--- config.mk ---
export PLATFORM = sky130hd
export DESIGN_NAME = sha_job_master_flat
export DESIGN_NICKNAME = d
export VERILOG_FILES = /design/src/rtl/sha_acc_pkg.sv /design/src/rtl/sha_job_master_if.sv /design/src/rtl/sha_job_master_rd_pipe.sv /design/src/rtl/sha_job_master.sv /design/src/flat_wrapper.sv
export SDC_FILE = /design/constraint.sdc
export NUM_CORES = 2
export LEC_CHECK = 0
export BUFFER_PORTS_ARGS = -buffer_cell sky130_fd_sc_hd__buf_2
export CAP_MARGIN = 20
export CORE_ASPECT_RATIO = 1.75
export CORE_MARGIN = 2
export CORE_UTILIZATION = 30
export DETAILED_ROUTE_END_ITERATION = 16
export PLACE_DENSITY = 0.58
export SYNTH_ARGS = -nofsm -noshare
export SYNTH_HDL_FRONTEND = slang
export SYNTH_HIERARCHICAL = 1
export SYNTH_SLANG_ARGS = --single-unit
--- constraint.sdc ---
create_clock -name clk -period 8.05 [get_ports clk]
set_input_delay 0.805 -clock clk [delete_from_list [all_inputs] [get_ports clk]]
set_output_delay 0.805 -clock clk [all_outputs]
set_load 0.03 [all_outputs]
--- src/rtl/sha_acc_pkg.sv ---
// rtl/sha_acc_pkg.sv - register map, command words and master states shared by the SHA256 accelerator and its job master
package sha_acc_pkg;

  localparam logic [4:0] ADDR_MSG_BASE  = 5'd0;
  localparam logic [4:0] ADDR_CTRL      = 5'd16;
  localparam logic [4:0] ADDR_STAT      = 5'd17;
  localparam logic [4:0] ADDR_HASH_BASE = 5'd0;

  localparam logic [31:0] CMD_START_VAL = 32'hffffffff;
  localparam logic [31:0] CMD_ACK_VAL   = 32'h0f0f0f0f;
  localparam logic [31:0] CMD_ABORT_VAL = 32'hff0000ff;
  localparam logic [31:0] STAT_DONE_VAL = 32'hffffffff;

  typedef enum logic [2:0] {
    IDLE, LOAD, START, POLL, FETCH, ACK, ABORT, RESP
  } state_e;

endpackage

--- src/rtl/sha_job_master_if.sv ---
// rtl/sha_job_master_if.sv - Avalon-MM bus between the job master and the SHA256 accelerator slave
interface sha_job_master_if;

  logic        avm_chipselect;
  logic [4:0]  avm_address;
  logic        avm_write;
  logic        avm_read;
  logic [31:0] avm_writedata;
  logic [31:0] avm_readdata;

  modport master (
    output avm_chipselect, avm_address, avm_write, avm_read, avm_writedata,
    input  avm_readdata
  );

  modport slave (
    input  avm_chipselect, avm_address, avm_write, avm_read, avm_writedata,
    output avm_readdata
  );

endinterface

--- src/rtl/sha_job_master_rd_pipe.sv ---
// rtl/sha_job_master_rd_pipe.sv - delays each issued read by the slave latency into a capture strobe and index
module sha_rd_pipe #(
  parameter int unsigned LATENCY = 1,
  parameter int unsigned IDX_W   = 3
) (
  input  logic             clk,
  input  logic             reset_n,
  input  logic             issue_i,
  input  logic [IDX_W-1:0] idx_i,
  output logic             cap_o,
  output logic [IDX_W-1:0] cap_idx_o
);

  logic [LATENCY-1:0] vld_q;
  logic [IDX_W-1:0]   idx_q [LATENCY];

  always_ff @(posedge clk or negedge reset_n) begin
    if (!reset_n) begin
      vld_q <= '0;
      for (int i = 0; i < int'(LATENCY); i++) idx_q[i] <= '0;
    end else begin
      vld_q[0] <= issue_i;
      idx_q[0] <= idx_i;
      for (int i = 1; i < int'(LATENCY); i++) begin
        vld_q[i] <= vld_q[i-1];
        idx_q[i] <= idx_q[i-1];
      end
    end
  end

  assign cap_o     = vld_q[LATENCY-1];
  assign cap_idx_o = idx_q[LATENCY-1];

endmodule

--- src/rtl/sha_job_master.sv ---
// rtl/sha_job_master.sv - loads a 512-bit block into the SHA256 accelerator, polls for completion and returns the hash
module sha_job_master #(
  parameter int unsigned READ_LATENCY = 1,
  parameter int unsigned POLL_TIMEOUT = 4096,
  parameter logic [31:0] CMD_START    = sha_acc_pkg::CMD_START_VAL,
  parameter logic [31:0] CMD_ACK      = sha_acc_pkg::CMD_ACK_VAL,
  parameter logic [31:0] CMD_ABORT    = sha_acc_pkg::CMD_ABORT_VAL,
  parameter logic [31:0] STAT_DONE    = sha_acc_pkg::STAT_DONE_VAL
) (
  input  logic             clk,
  input  logic             reset_n,
  input  logic             job_valid_i,
  output logic             job_ready_o,
  input  logic [511:0]     job_block_i,
  output logic             res_valid_o,
  input  logic             res_ready_i,
  output logic [255:0]     res_hash_o,
  output logic             res_err_o,
  sha_job_master_if.master bus
);
  import sha_acc_pkg::*;

  localparam int unsigned PW = $clog2(POLL_TIMEOUT + 1);

  state_e          state_q, state_d;
  logic [511:0]    block_q, block_d;
  logic [255:0]    hash_q, hash_d;
  logic [3:0]      cnt_q, cnt_d;
  logic            pend_q, pend_d;
  logic [PW-1:0]   poll_cnt_q, poll_cnt_d;
  logic            cs_q, cs_d, wr_q, wr_d, rd_q, rd_d;
  logic [4:0]      addr_q, addr_d;
  logic [31:0]     wdata_q, wdata_d;
  logic            res_valid_q, res_valid_d, res_err_q, res_err_d;
  logic            cap_valid;
  logic [2:0]      cap_idx;

  sha_rd_pipe #(.LATENCY(READ_LATENCY), .IDX_W(3)) u_rd_pipe (
    .clk       (clk),
    .reset_n   (reset_n),
    .issue_i   (rd_q),
    .idx_i     (addr_q[2:0]),
    .cap_o     (cap_valid),
    .cap_idx_o (cap_idx)
  );

  // Bus strobes are computed one cycle ahead so every avm_* output comes straight from a flop.
  always_comb begin
    state_d     = state_q;
    block_d     = block_q;
    hash_d      = hash_q;
    cnt_d       = cnt_q;
    pend_d      = pend_q;
    poll_cnt_d  = poll_cnt_q;
    wr_d        = 1'b0;
    rd_d        = 1'b0;
    addr_d      = '0;
    wdata_d     = '0;
    res_valid_d = res_valid_q;
    res_err_d   = res_err_q;
    case (state_q)
      IDLE: if (job_valid_i) begin
        block_d = job_block_i;
        hash_d  = '0;
        cnt_d   = '0;
        wr_d    = 1'b1;
        addr_d  = ADDR_MSG_BASE;
        wdata_d = job_block_i[31:0];
        state_d = LOAD;
      end
      LOAD: begin
        wr_d = 1'b1;
        if (cnt_q == 4'd15) begin
          addr_d  = ADDR_CTRL;
          wdata_d = CMD_START;
          state_d = START;
        end else begin
          cnt_d   = cnt_q + 4'd1;
          addr_d  = ADDR_MSG_BASE + 5'(cnt_d);
          wdata_d = block_q[{cnt_d, 5'b0} +: 32];
        end
      end
      START: begin
        cnt_d      = '0;
        pend_d     = 1'b0;
        poll_cnt_d = '0;
        state_d    = POLL;
      end
      POLL: if (cap_valid) begin
        if (bus.avm_readdata == STAT_DONE) begin
          pend_d  = 1'b0;
          cnt_d   = '0;
          rd_d    = 1'b1;
          addr_d  = ADDR_HASH_BASE;
          state_d = FETCH;
        end else begin
          if (poll_cnt_q != PW'(POLL_TIMEOUT)) poll_cnt_d = poll_cnt_q + 1'b1;
          if (poll_cnt_d == PW'(POLL_TIMEOUT)) begin
            pend_d  = 1'b0;
            hash_d  = '0;
            wr_d    = 1'b1;
            addr_d  = ADDR_CTRL;
            wdata_d = CMD_ABORT;
            state_d = ABORT;
          end else begin
            rd_d   = 1'b1;
            addr_d = ADDR_STAT;
          end
        end
      end else if (!pend_q) begin
        // Two idle cycles after START let the slave register its control word.
        if (cnt_q == 4'd0) begin
          cnt_d = 4'd1;
        end else begin
          rd_d   = 1'b1;
          addr_d = ADDR_STAT;
          pend_d = 1'b1;
        end
      end
      FETCH: begin
        if (cnt_q < 4'd7) begin
          cnt_d  = cnt_q + 4'd1;
          rd_d   = 1'b1;
          addr_d = ADDR_HASH_BASE + 5'(cnt_d);
        end
        if (cap_valid) begin
          hash_d[{cap_idx, 5'b0} +: 32] = bus.avm_readdata;
          if (cap_idx == 3'd7) begin
            wr_d    = 1'b1;
            addr_d  = ADDR_CTRL;
            wdata_d = CMD_ACK;
            state_d = ACK;
          end
        end
      end
      ACK: begin
        res_valid_d = 1'b1;
        res_err_d   = 1'b0;
        state_d     = RESP;
      end
      ABORT: begin
        res_valid_d = 1'b1;
        res_err_d   = 1'b1;
        state_d     = RESP;
      end
      RESP: if (res_ready_i) begin
        res_valid_d = 1'b0;
        state_d     = IDLE;
      end
      default: state_d = IDLE;
    endcase
    cs_d = wr_d | rd_d;
  end

  always_ff @(posedge clk or negedge reset_n) begin
    if (!reset_n) begin
      state_q     <= IDLE;
      block_q     <= '0;
      hash_q      <= '0;
      cnt_q       <= '0;
      pend_q      <= 1'b0;
      poll_cnt_q  <= '0;
      cs_q        <= 1'b0;
      wr_q        <= 1'b0;
      rd_q        <= 1'b0;
      addr_q      <= '0;
      wdata_q     <= '0;
      res_valid_q <= 1'b0;
      res_err_q   <= 1'b0;
    end else begin
      state_q     <= state_d;
      block_q     <= block_d;
      hash_q      <= hash_d;
      cnt_q       <= cnt_d;
      pend_q      <= pend_d;
      poll_cnt_q  <= poll_cnt_d;
      cs_q        <= cs_d;
      wr_q        <= wr_d;
      rd_q        <= rd_d;
      addr_q      <= addr_d;
      wdata_q     <= wdata_d;
      res_valid_q <= res_valid_d;
      res_err_q   <= res_err_d;
    end
  end

  assign job_ready_o        = (state_q == IDLE);
  assign res_valid_o        = res_valid_q;
  assign res_hash_o         = hash_q;
  assign res_err_o          = res_err_q;
  assign bus.avm_chipselect = cs_q;
  assign bus.avm_write      = wr_q;
  assign bus.avm_read       = rd_q;
  assign bus.avm_address    = addr_q;
  assign bus.avm_writedata  = wdata_q;

endmodule

--- src/flat_wrapper.sv ---
// flat-port wrapper written by rule: the top's interface ports become plain ports
module sha_job_master_flat import sha_acc_pkg::*;
#(
  parameter int unsigned READ_LATENCY = 1,
  parameter int unsigned POLL_TIMEOUT = 4096,
  parameter logic [31:0] CMD_START    = sha_acc_pkg::CMD_START_VAL,
  parameter logic [31:0] CMD_ACK      = sha_acc_pkg::CMD_ACK_VAL,
  parameter logic [31:0] CMD_ABORT    = sha_acc_pkg::CMD_ABORT_VAL,
  parameter logic [31:0] STAT_DONE    = sha_acc_pkg::STAT_DONE_VAL
)
  (clk, reset_n, job_valid_i, job_ready_o, job_block_i, res_valid_o, res_ready_i, res_hash_o, res_err_o, bus_avm_chipselect, bus_avm_address, bus_avm_write, bus_avm_read, bus_avm_writedata, bus_avm_readdata);
  sha_job_master_if bus_i ();
  input  logic clk;
  input  logic reset_n;
  input  logic job_valid_i;
  output logic job_ready_o;
  input  logic [511:0] job_block_i;
  output logic res_valid_o;
  input  logic res_ready_i;
  output logic [255:0] res_hash_o;
  output logic res_err_o;
  output wire logic [$bits(bus_i.avm_chipselect)-1:0] bus_avm_chipselect;
  output wire logic [$bits(bus_i.avm_address)-1:0] bus_avm_address;
  output wire logic [$bits(bus_i.avm_write)-1:0] bus_avm_write;
  output wire logic [$bits(bus_i.avm_read)-1:0] bus_avm_read;
  output wire logic [$bits(bus_i.avm_writedata)-1:0] bus_avm_writedata;
  input wire logic [$bits(bus_i.avm_readdata)-1:0] bus_avm_readdata;
  assign bus_avm_chipselect = bus_i.avm_chipselect;
  assign bus_avm_address = bus_i.avm_address;
  assign bus_avm_write = bus_i.avm_write;
  assign bus_avm_read = bus_i.avm_read;
  assign bus_avm_writedata = bus_i.avm_writedata;
  assign bus_i.avm_readdata = bus_avm_readdata;
  sha_job_master #(.READ_LATENCY(READ_LATENCY), .POLL_TIMEOUT(POLL_TIMEOUT), .CMD_START(CMD_START), .CMD_ACK(CMD_ACK), .CMD_ABORT(CMD_ABORT), .STAT_DONE(STAT_DONE)) u_core (.clk(clk), .reset_n(reset_n), .job_valid_i(job_valid_i), .job_ready_o(job_ready_o), .job_block_i(job_block_i), .res_valid_o(res_valid_o), .res_ready_i(res_ready_i), .res_hash_o(res_hash_o), .res_err_o(res_err_o), .bus(bus_i));
endmodule
==> metrics <==
status=finished clean; post-route minimum period=slightly below 4 ns; starting density of the core=between 30% and 40%; Worst Clk Skew=0.0409 ns; Critical path buffers and inverters=2; kind of cell adding the most delay to the critical path=buffers and inverters; core box area=around 120,000 um^2; CP max stage cell=dfrtp_4; distinct cell type count after synthesis=57; Clock Tree Root=clkbuf_16; fmax=~260 MHz; critical path data required time=roughly 8.6 ns; final worst slack=about 4.2 ns; count of final max-slew check failures=0; Worst EP arrival=~4.4 ns; worst slew pin tran=1.19 ns; Post-DRT Antenna Nets=0; GRT Overall Usage=25.0%; final wirelength=approximately 160,000 um; Area contributors post-synth=dfrtp_1 (56%), nand2_1 (20%), mux4_2 (8.8%); share of cells above drive strength 1=between 20% and 30%; count leader, synth=nand2_1; CP Cell Sequence=buf_4 -> buf_4 -> mux4_2 -> mux4_2 -> o21ai_0 -> nand3b_1; GR Overflow Total=0; Port Buf Inserts=846; vias post-DR=32,300; Routed wire per std cell=25.1 um; Setup Viol. Count Final=0; Final Hold Vio Count=0; Die X=approximately 270 um; CTS tree=yes; site row count=170; critical path type=reg2reg; critical path depth=6; Synth Cell Area=approximately 37,000 um^2; Avg Vias per Cell=~5.0; Crit. End Element=flop; flops & latches, synth=between 800 and 900; Synth Instances=between 3,000 and 4,000; largest net degree at the start of global routing=180; DRT Pass-1 Iters=6; Slew HR=between 20% and 30%; Die ar.=roughly 130,000 um^2; hold buffers post-CTS=0; Leakage=between 20 and 25 nW; CTS H-Tree Depth=3; pwr dens=320 nW/um^2; first-pass GRT wire length=about 230,000 um; Num Clock Sinks=835; Max Cap Viol=0; Crit Path Max Fanout=37; synthesized area per cell=9.31 um^2; Area Overhead vs Synth=23.4%; nets=between 5,000 and 6,000; crit-path max cell delay=0.80 ns; Post-synth ARST share=100%; VDD IR max=210 uV; pre-CTS setup slack=between 4 and 5 ns; number of CTS-inserted buffers=81; Placer Congestion=between 0.9 and 1; Die Y=about 470 um; ratio of final minimum period to clock period=between 40% and 50%; DRC=0; RSZ-0062 raised after global routing=false; crit start category=flop; Synth top area share=a little under three fifths; most area-hungry cell type in the Yosys netlist=dfrtp_1; Post-synth EDFFs=0; initial antenna violation count=60; IO Count=847; DP HPWL=about 120,000 um; CTS resizes=0; syn nets=approximately 4,500; Synth top cells by count=nand2_1 (2,006), dfrtp_1 (835), clkbuf_1 (232); CTS clk-pin slew, worst paths=roughly 0.070 ns; ys flop type=dfrtp_1; CTS max path bufs=3; latest clock arrival within the worst-skew pair=approximately 0.70 ns; worst hold path class=in2async; setup tns final=0 ns; initial DRC count=3,170; number of global-route vias before repair=roughly 32,000; reg2reg path depth=6; register area share after synthesis=between 50% and 60%; Yosys warnings=6; Setup Fix Bufs, Post-CTS=0
==> cell usage in the layout, fill, tap and decap left out, types with 5 or more instances in the layout <==
| cell type | count |
|---|---|
| clkbuf_1 | 12 |
| nand3_1 | 125 |
| nor3_1 | 14 |
| nand2b_1 | 6 |
| buf_12 | 7 |
| buf_4 | 60 |
| nor3_2 | 5 |
| nor2_1 | 33 |
| nand4b_1 | 8 |
| and2_0 | 7 |
| diode_2 | 26 |
| nand4_1 | 10 |
| clkbuf_16 | 81 |
| nand3b_1 | 8 |
| nand2_1 | 2005 |
| mux2_2 | 19 |
| and4_1 | 5 |
| and3_1 | 7 |
| o21ai_1 | 158 |
| dfrtp_1 | 834 |
| inv_1 | 15 |
| nor2b_1 | 5 |
| o211ai_1 | 23 |
| buf_2 | 845 |
| o21ai_0 | 141 |
| mux4_2 | 144 |
| nor4_4 | 8 |
| bufinv_16 | 6 |
| clkbuf_8 | 22 |
| a21oi_1 | 16 |
| ha_1 | 6 |
| mux2i_1 | 20 |
| clkinvlp_4 | 5 |
| clkinv_2 | 10 |
==> worst paths after layout <==
kind	start	endpoint	slack (ns)
setup / recovery	u_core/cnt_q[0]	u_core/bus.avm_writedata[4]	4.17
hold / removal	reset_n	u_core/res_hash_o[159]	0.12
setup reg to reg	u_core/cnt_q[0]	u_core/bus.avm_writedata[4]	4.17
hold reg to reg	u_core/bus.avm_read	u_core/u_rd_pipe/cap_o	0.38
max in group asynchronous	reset_n	u_core/block_q[455]	5.86
min in group clk	job_block_i[117]	u_core/block_q[117]	0.29
==> per-layer routing <==
metal	track usage, %	wire length, um	vias up
met1	26.5	55300	15700
met2	43.1	79300	1625
met3	6.24	12300	442
met5	0	368	-
met4	18.9	13800	60
li1	-	-	14400
==> worst register-to-register path, cell delays in order (launching register included) <==
cell	delay [ns]
dfrtp_4	0.80
buf_4	0.65
buf_4	0.78
mux4_2	0.73
mux4_2	0.50
o21ai_0	0.18
nand3b_1	0.10
==> final cells by class <==
type / count / area, um^2
Fill cell: 12600 / 76800
Sequential cell: 835 / 20900
Multi-Input combinational cell: 2834 / 15000
Timing Repair Buffer: 915 / 4860
Clock buffer: 115 / 2370
Tap cell: 1634 / 2040
Clock inverter: 30 / 423
Antenna cell: 26 / 65.1
Inverter: 15 / 56.3
==> stage by stage <==
stage | area [um^2] | util (%) | hold WS (ns) | power (mW) | cells
6_report | 45700 | 37.3 | 0.123 | 14.6 | 6404
5_1_grt | 45700 | 37.3 | 0.143 | 15.3 | 6386
4_1_cts | 45700 | 37.3 | 0.113 | 14.8 | 6378
3_5_place_dp | 42900 | 35.0 | 0.364 | 10.7 | 6233
3_3_place_gp | 42800 | 35.0 | 0.364 | 10.6 | 6231
2_1_floorplan | 37000 | - | 0.440 | 8.60 | 3979
==> logic make-up after synthesis <==
| logic type | after synthesis | synth area share, % |
|---|---|---|
| mux | 183 | 9.87 |
| buf+inv | 310 | 3.43 |
| simple gates | 2275 | 24.6 |
| xor+xnor | 6 | 0.142 |
| fa+ha+maj | 7 | 0.236 |
| compound gates | 363 | 5.27 |
| flops | 835 | 56.4 |
==> state kept, by name (all words and copies together) (netlist names) <==
signal                      flops
u_core/poll_cnt_q              13
u_core/bus.avm_read             1
u_core/u_rd_pipe/cap_o          1
u_core/res_valid_o              1
u_core/bus.avm_write            1
u_core/pend_q                   1
u_core/state_q                  3
u_core/block_q                512
u_core/bus.avm_address          5
u_core/bus.avm_chipselect       1
u_core/u_rd_pipe/cap_idx_o      3
u_core/cnt_q                    4
u_core/res_hash_o             256
u_core/res_err_o                1
u_core/bus.avm_writedata       32
==> report_power, final <==
group          leakage (nW)  total (mW)  internal (mW)  switching (mW)
Sequential             10.9        6.48           5.37            1.11
Combinational          11.3        4.07           1.87            2.20
Clock                  1.36        4.08           2.28            1.80
Power figures use the tool's default switching activity.
